### src/rtl/regfile_rename_if.sv
// regfile_rename_if: dispatch read/rename, ROB commit and flush bundle for the rename register file
interface regfile_rename_if #(
    parameter int DATA_WIDTH = 16,
    parameter int REG_W      = 3,
    parameter int TAG_WIDTH  = 3
);
    logic [REG_W-1:0]      sr1;
    logic [REG_W-1:0]      sr2;
    logic [DATA_WIDTH-1:0] sr1_data;
    logic [DATA_WIDTH-1:0] sr2_data;
    logic                  sr1_busy;
    logic                  sr2_busy;
    logic [TAG_WIDTH-1:0]  sr1_tag;
    logic [TAG_WIDTH-1:0]  sr2_tag;
    logic                  rename_en;
    logic [REG_W-1:0]      rename_reg;
    logic [TAG_WIDTH-1:0]  rename_tag;
    logic                  commit_en;
    logic [REG_W-1:0]      commit_reg;
    logic [TAG_WIDTH-1:0]  commit_tag;
    logic [DATA_WIDTH-1:0] commit_data;
    logic                  flush;
    logic [REG_W:0]        busy_count;
    modport master (
        output sr1, sr2, rename_en, rename_reg, rename_tag,
               commit_en, commit_reg, commit_tag, commit_data, flush,
        input  sr1_data, sr2_data, sr1_busy, sr2_busy, sr1_tag, sr2_tag, busy_count
    );
    modport slave (
        input  sr1, sr2, rename_en, rename_reg, rename_tag,
               commit_en, commit_reg, commit_tag, commit_data, flush,
        output sr1_data, sr2_data, sr1_busy, sr2_busy, sr1_tag, sr2_tag, busy_count
    );
endinterface

### src/rtl/regfile_rename.sv
// regfile_rename: architectural register file with busy/tag rename state; REGFILE_COMMIT_BYPASS_EN adds commit-to-read forwarding
module regfile_rename #(
    parameter int DATA_WIDTH = 16,
    parameter int NUM_REGS   = 8,
    parameter int REG_W      = 3,
    parameter int TAG_WIDTH  = 3
) (
    input logic            clk,
    input logic            rst,
    regfile_rename_if.slave bus
);
    logic [DATA_WIDTH-1:0] data [NUM_REGS];
    logic [TAG_WIDTH-1:0]  tag [NUM_REGS];
    logic [TAG_WIDTH-1:0]  tag_n [NUM_REGS];
    logic [NUM_REGS-1:0]   busy;
    logic [NUM_REGS-1:0]   busy_n;
    logic [REG_W:0]        count_n;
    logic                  hit1;
    logic                  hit2;

`ifdef REGFILE_COMMIT_BYPASS_EN
    assign hit1 = bus.commit_en && bus.commit_reg == bus.sr1 && busy[bus.sr1] && tag[bus.sr1] == bus.commit_tag;
    assign hit2 = bus.commit_en && bus.commit_reg == bus.sr2 && busy[bus.sr2] && tag[bus.sr2] == bus.commit_tag;
`else
    assign hit1 = 1'b0;
    assign hit2 = 1'b0;
`endif

    // Next rename state: commit clears the youngest producer, rename overrides it, flush overrides everything
    always_comb begin
        busy_n = busy;
        tag_n  = tag;
        if (bus.commit_en && busy[bus.commit_reg] && tag[bus.commit_reg] == bus.commit_tag)
            busy_n[bus.commit_reg] = 1'b0;
        if (bus.rename_en) begin
            busy_n[bus.rename_reg] = 1'b1;
            tag_n[bus.rename_reg]  = bus.rename_tag;
        end
        if (bus.flush) begin
            busy_n = '0;
            for (int i = 0; i < NUM_REGS; i++) tag_n[i] = '0;
        end
    end

    // Population count of the next busy vector, registered as busy_count
    always_comb begin
        count_n = '0;
        for (int i = 0; i < NUM_REGS; i++) count_n = count_n + (REG_W + 1)'(busy_n[i]);
    end

    // Rename state and busy counter
    always_ff @(posedge clk or posedge rst) begin
        if (rst) begin
            busy           <= '0;
            bus.busy_count <= '0;
            for (int i = 0; i < NUM_REGS; i++) tag[i] <= '0;
        end else begin
            busy           <= busy_n;
            tag            <= tag_n;
            bus.busy_count <= count_n;
        end
    end

    // Retired values are written regardless of rename state or flush
    always_ff @(posedge clk or posedge rst) begin
        if (rst) begin
            for (int i = 0; i < NUM_REGS; i++) data[i] <= '0;
        end else if (bus.commit_en) begin
            data[bus.commit_reg] <= bus.commit_data;
        end
    end

    // Read ports from registered state, tag masked when not busy, optionally forwarding a matching commit
    always_comb begin
        bus.sr1_data = hit1 ? bus.commit_data : data[bus.sr1];
        bus.sr2_data = hit2 ? bus.commit_data : data[bus.sr2];
        bus.sr1_busy = busy[bus.sr1] && !hit1;
        bus.sr2_busy = busy[bus.sr2] && !hit2;
        bus.sr1_tag  = bus.sr1_busy ? tag[bus.sr1] : '0;
        bus.sr2_tag  = bus.sr2_busy ? tag[bus.sr2] : '0;
    end
endmodule

### src/flat_wrapper.sv
// flat-port wrapper written by rule: the top's interface ports become plain ports
module regfile_rename_flat 
#(
    parameter int DATA_WIDTH = 16,
    parameter int NUM_REGS   = 8,
    parameter int REG_W      = 3,
    parameter int TAG_WIDTH  = 3
)
  (clk, rst, bus_sr1, bus_sr2, bus_rename_en, bus_rename_reg, bus_rename_tag, bus_commit_en, bus_commit_reg, bus_commit_tag, bus_commit_data, bus_flush, bus_sr1_data, bus_sr2_data, bus_sr1_busy, bus_sr2_busy, bus_sr1_tag, bus_sr2_tag, bus_busy_count);
  regfile_rename_if #(.DATA_WIDTH(DATA_WIDTH), .REG_W(REG_W), .TAG_WIDTH(TAG_WIDTH)) bus_i ();
  input logic clk;
  input logic rst;
  input wire logic [$bits(bus_i.sr1)-1:0] bus_sr1;
  input wire logic [$bits(bus_i.sr2)-1:0] bus_sr2;
  input wire logic [$bits(bus_i.rename_en)-1:0] bus_rename_en;
  input wire logic [$bits(bus_i.rename_reg)-1:0] bus_rename_reg;
  input wire logic [$bits(bus_i.rename_tag)-1:0] bus_rename_tag;
  input wire logic [$bits(bus_i.commit_en)-1:0] bus_commit_en;
  input wire logic [$bits(bus_i.commit_reg)-1:0] bus_commit_reg;
  input wire logic [$bits(bus_i.commit_tag)-1:0] bus_commit_tag;
  input wire logic [$bits(bus_i.commit_data)-1:0] bus_commit_data;
  input wire logic [$bits(bus_i.flush)-1:0] bus_flush;
  output wire logic [$bits(bus_i.sr1_data)-1:0] bus_sr1_data;
  output wire logic [$bits(bus_i.sr2_data)-1:0] bus_sr2_data;
  output wire logic [$bits(bus_i.sr1_busy)-1:0] bus_sr1_busy;
  output wire logic [$bits(bus_i.sr2_busy)-1:0] bus_sr2_busy;
  output wire logic [$bits(bus_i.sr1_tag)-1:0] bus_sr1_tag;
  output wire logic [$bits(bus_i.sr2_tag)-1:0] bus_sr2_tag;
  output wire logic [$bits(bus_i.busy_count)-1:0] bus_busy_count;
  assign bus_i.sr1 = bus_sr1;
  assign bus_i.sr2 = bus_sr2;
  assign bus_i.rename_en = bus_rename_en;
  assign bus_i.rename_reg = bus_rename_reg;
  assign bus_i.rename_tag = bus_rename_tag;
  assign bus_i.commit_en = bus_commit_en;
  assign bus_i.commit_reg = bus_commit_reg;
  assign bus_i.commit_tag = bus_commit_tag;
  assign bus_i.commit_data = bus_commit_data;
  assign bus_i.flush = bus_flush;
  assign bus_sr1_data = bus_i.sr1_data;
  assign bus_sr2_data = bus_i.sr2_data;
  assign bus_sr1_busy = bus_i.sr1_busy;
  assign bus_sr2_busy = bus_i.sr2_busy;
  assign bus_sr1_tag = bus_i.sr1_tag;
  assign bus_sr2_tag = bus_i.sr2_tag;
  assign bus_busy_count = bus_i.busy_count;
  regfile_rename #(.DATA_WIDTH(DATA_WIDTH), .NUM_REGS(NUM_REGS), .REG_W(REG_W), .TAG_WIDTH(TAG_WIDTH)) u_core (.clk(clk), .rst(rst), .bus(bus_i));
endmodule
### config.mk
export PLATFORM = sky130hd
export DESIGN_NAME = regfile_rename_flat
export DESIGN_NICKNAME = d
export VERILOG_FILES = /design/src/rtl/regfile_rename_if.sv /design/src/rtl/regfile_rename.sv /design/src/flat_wrapper.sv
export SDC_FILE = /design/constraint.sdc
export NUM_CORES = 1
export LEC_CHECK = 0
export ABC_CLOCK_PERIOD_IN_PS = 14500
export CELL_PAD_IN_SITES_DETAIL_PLACEMENT = 1
export CELL_PAD_IN_SITES_GLOBAL_PLACEMENT = 2
export CORE_MARGIN = 3
export CORE_UTILIZATION = 45
export DETAILED_ROUTE_END_ITERATION = 6
export PLACE_DENSITY_LB_ADDON = 0.1
export SKIP_LAST_GASP = 1
export SYNTH_ARGS = -nofsm -noshare
export SYNTH_HDL_FRONTEND = slang
export SYNTH_SLANG_ARGS = --single-unit
export TNS_END_PERCENT = 100
### constraint.sdc
create_clock -name clk -period 14.5 [get_ports clk]
set_clock_uncertainty 0.1 [all_clocks]
set_input_delay 1.45 -clock clk [delete_from_list [all_inputs] [get_ports clk]]
set_output_delay 1.45 -clock clk [all_outputs]
set_load 0.05 [all_outputs]
==> results.toml <==
[die]
io_pins = 83
die_area_um2 = 22100
start_util_pct = 46.5
coreArea_um2 = 19700
num_rows = 51
dieWidth_um = 149
dieHeight_um = 149

[worst_setup_path]
crit_path_top_delay_cell = "clkdlybuf4s50_1"
cp-end-kind = "flop"
crit_required_ns = 14.71
cp_max_fo = 20
reg2reg_depth = 13
crit_arrival_ns = 6.76
cp_slowest_stage_delay_ns = 1.09
path_common_cell = "fa_1"
path_cells = "clkdlybuf4s50_1 > mux2i_1 > mux4_2 > xnor2_1 > a211oi_2 > a311oi_1 > ha_1 > inv_1 > fa_1 > inv_1 > fa_1 > fa_1 > fa_1 > xor2_1"
cp-start-kind = "input port"
r2r-end = "u_core.bus.busy_count[2]"
crit_start = "bus_commit_reg[0]"
r2r_slack_ns = 9.69
path_class = "input port to flop"
r2r_start = "u_core.tag[6]"

[power_and_ir_drop]
p_comb_share_pct = 29.0
p_per_area_nw_per_um2 = 137
p_clk_share_pct = 30.3
switching_power_w = 0.000462
swShare_pct = 31.3
seq_power_share_pct = 40.7
internal_power_w = 0.00101
irDropWorstVdd_mv = 0.0811
p_leak_nw = 4.34

[logic_synthesis]
ys_warn_count = 0
ys_types = 42
ys_ff_latch = 164
synth_area_per_cell_um2 = 14.7
syn_nets = 672
syn-cell-area_um2 = 9180
synth_flop_cell = "dfrtp_1"
ys_seq_area_share_pct = 44.7
synth_cells = 626
async_reset_ff_share_pct = 100
synth_edf_count = 0

[timing]
max-slew-margin-rel_pct = 15.4
period_needed_ns = 6.55
fmax_mhz = 153
period_share_pct = 45.2
rsz0062_at_grt = "no"
setup_viol = 0
drv_slew = 0
hold_viol = 0
finalSetupTns_ns = 0
setup_ws_ns = 7.95
tightest_slew_ns = 1.26

[detailed_routing]
vias = 5907
vias_per_cell = 6.05
wl_per_cell_um = 25.5
drc = 0
drt_pass1_iterations = 4
routed_wl_um = 24900
drtIter0Drc = 321
ant_nets = 0

[global_route]
grt_overflow = 0
grt_pass1_wl_um = 39600
grt_pass1_vias = 6589
track_usage_pct = 23.8
grt_start_max_net_pins = 84
antenna_found_initial = 0

[clock_network]
cts_max_level = 4
clock-sinks = 164
post_cts_buffers = 0
numCtsBuffers = 17
postCtsHoldBufs = 0
ctsResizeCount = 0
clk_latency_ns = 0.44
clock-root-buffer = "clkbuf_16"
clkTransAtPathRegs_ns = 0.06
cts_tree = "done"
clockBufferDepth = 2

[placed_design]
dp.cells = 944
gp_congestion = 0.828
portBuffers = 82
pre_cts_slack_ns = 7.52
dp_hpwl_um = 15500

[hold_path]
min_path_cells = 1
holdPathEnd = "u_core.data[53]"
hp-class = "flop to flop"
worstHoldStart = "u_core.data[53]"

[final_layout]
nets = 744
syn_to_final_growth_pct = 17.6
diodes = 0
regArea_um2 = 4100
multiInputGateArea_um2 = 4830
num-fill-cells = 1855
drive_above_1_share_pct = 42.2
fin_cells = 976

[job]
cap_violations = 0

[run_status]
status = "complete, no violations"
placed cells by master (no fill, tap or decap), drive strengths merged:
master | netlist | routed
nor3 | 4 | 4
nor3b | 1 | 1
a311oi | 7 | 7
bufinv | 0 | 2
nand2 | 28 | 28
and3 | 1 | 1
mux2 | 162 | 162
nand3b | 2 | 2
nand2b | 5 | 5
clkinvlp | 0 | 3
a211oi | 2 | 2
clkdlybuf4s50 | 0 | 78
a22oi | 1 | 1
ha | 3 | 3
nand4 | 3 | 3
o21ai | 1 | 1
clkbuf | 22 | 20
mux2i | 31 | 31
or2 | 3 | 3
fa | 4 | 4
inv | 7 | 9
nand3 | 1 | 1
buf | 23 | 20
o21bai | 2 | 2
o22ai | 1 | 1
a21oi | 15 | 15
nor2b | 3 | 3
a31oi | 3 | 3
xnor2 | 2 | 2
xor2 | 2 | 2
nor4 | 1 | 1
nor2 | 36 | 36
mux4 | 82 | 82
clkinv | 0 | 5
nand4b | 2 | 2
a311o | 2 | 2
dfrtp | 164 | 164
per-layer routing:
layer	up-vias	share of wire, %	global-route usage [%]
li1	2539	-	-
met1	3219	44	32.7
met2	126	51	40.3
met3	23	4.0	3.56
met4	0	0.95	5.81
met5	-	0	0
state kept, by name, indices dropped and copies added (netlist names):
register and cells:
u_core.bus.busy_count 4, u_core.busy 8, u_core.data 128, u_core.tag 24
power by group through the flow:
stage | combinational, W | clock [W] | sequential, W
4_1_cts | 0.000434 | 0.000459 | 0.000599
3_5_place_dp | 0.000432 | 0 | 0.000607
5_1_grt | 0.000455 | 0.000478 | 0.000611
2_1_floorplan | 0.000319 | 0 | 0.000588
3_3_place_gp | 0.000421 | 0 | 0.000595
6_report | 0.000429 | 0.000447 | 0.000600
worst max-delay path, delay by kind of cell:
family	cells	cell delay (ns)
AOI/OAI and AO/OA	2	0.87
xor gates and xnor gates	2	0.33
adders and majority gates	5	2.22
buffers and inverters	3	1.19
muxes	2	0.70
logic make-up (layout without fill, tap and decap cells):
kind of cell             count (synthesis)  in the layout  synth area share [%]
AND/OR/NAND/NOR                         90             90                  4.65
adder cells (fa/ha/maj)                  7              7                  1.28
multiplexers                           275            275                  43.4
flip-flops                             164            164                  44.7
XOR/XNOR                                 4              4                 0.586
AO/OA/AOI/OAI                           34             34                  2.74
buffers and inverters                   52            137                  2.63
cells in the mapped netlist (3+ instances only):
cell / number / share of area (%)
fa_1: 4 / 0.87
a21oi_1: 15 / 0.82
clkbuf_1: 22 / 0.90
mux2_1: 7 / 0.86
inv_1: 6 / 0.25
nand4_1: 3 / 0.20
mux4_2: 82 / 20
a31oi_1: 3 / 0.20
or2_2: 3 / 0.20
nand2b_1: 5 / 0.34
mux2i_1: 31 / 3.4
dfrtp_1: 164 / 45
nor3_1: 3 / 0.16
buf_2: 19 / 1.0
nor2_1: 35 / 1.4
nand2_1: 27 / 1.1
ha_1: 3 / 0.41
a311oi_1: 6 / 0.57
nor2b_1: 3 / 0.20
mux2_2: 155 / 19
cell type report:
cell class                 instances  area share [%]
clock inverter                    12            1.19
clock buffer                      20            4.14
multi-input combinational        410            44.8
inverter                           7           0.290
tap                              265            3.07
sequential                       164            38.0
timing repair buffer              98            8.53
worst max-delay path by stage:
stage,endpoint,slack (ns),cells past startpoint
6_report,u_core.bus.busy_count[2],7.95,14
5_1_grt,u_core.bus.busy_count[2],7.69,14
4_1_cts,u_core.bus.busy_count[2],7.99,14
3_5_place_dp,u_core.bus.busy_count[2],7.52,14
3_3_place_gp,u_core.bus.busy_count[2],7.73,14
2_1_floorplan,u_core.bus.busy_count[0],8.52,1
through the flow:
| stage | cell area (µm²) | hold slack [ns] | utilization (%) | total power (W) |
|---|---|---|---|---|
| after floorplan | 9180 | 0.371 | - | 0.000907 |
| after global placement | 10200 | 0.385 | 51.8 | 0.00102 |
| after detailed placement | 10200 | 0.405 | 51.8 | 0.00104 |
| after CTS | 10800 | 0.420 | 54.7 | 0.00149 |
| after global routing | 10800 | 0.430 | 54.7 | 0.00154 |
| final | 10800 | 0.420 | 54.7 | 0.00148 |
No activity file was read; power rests on OpenSTA's default activity.
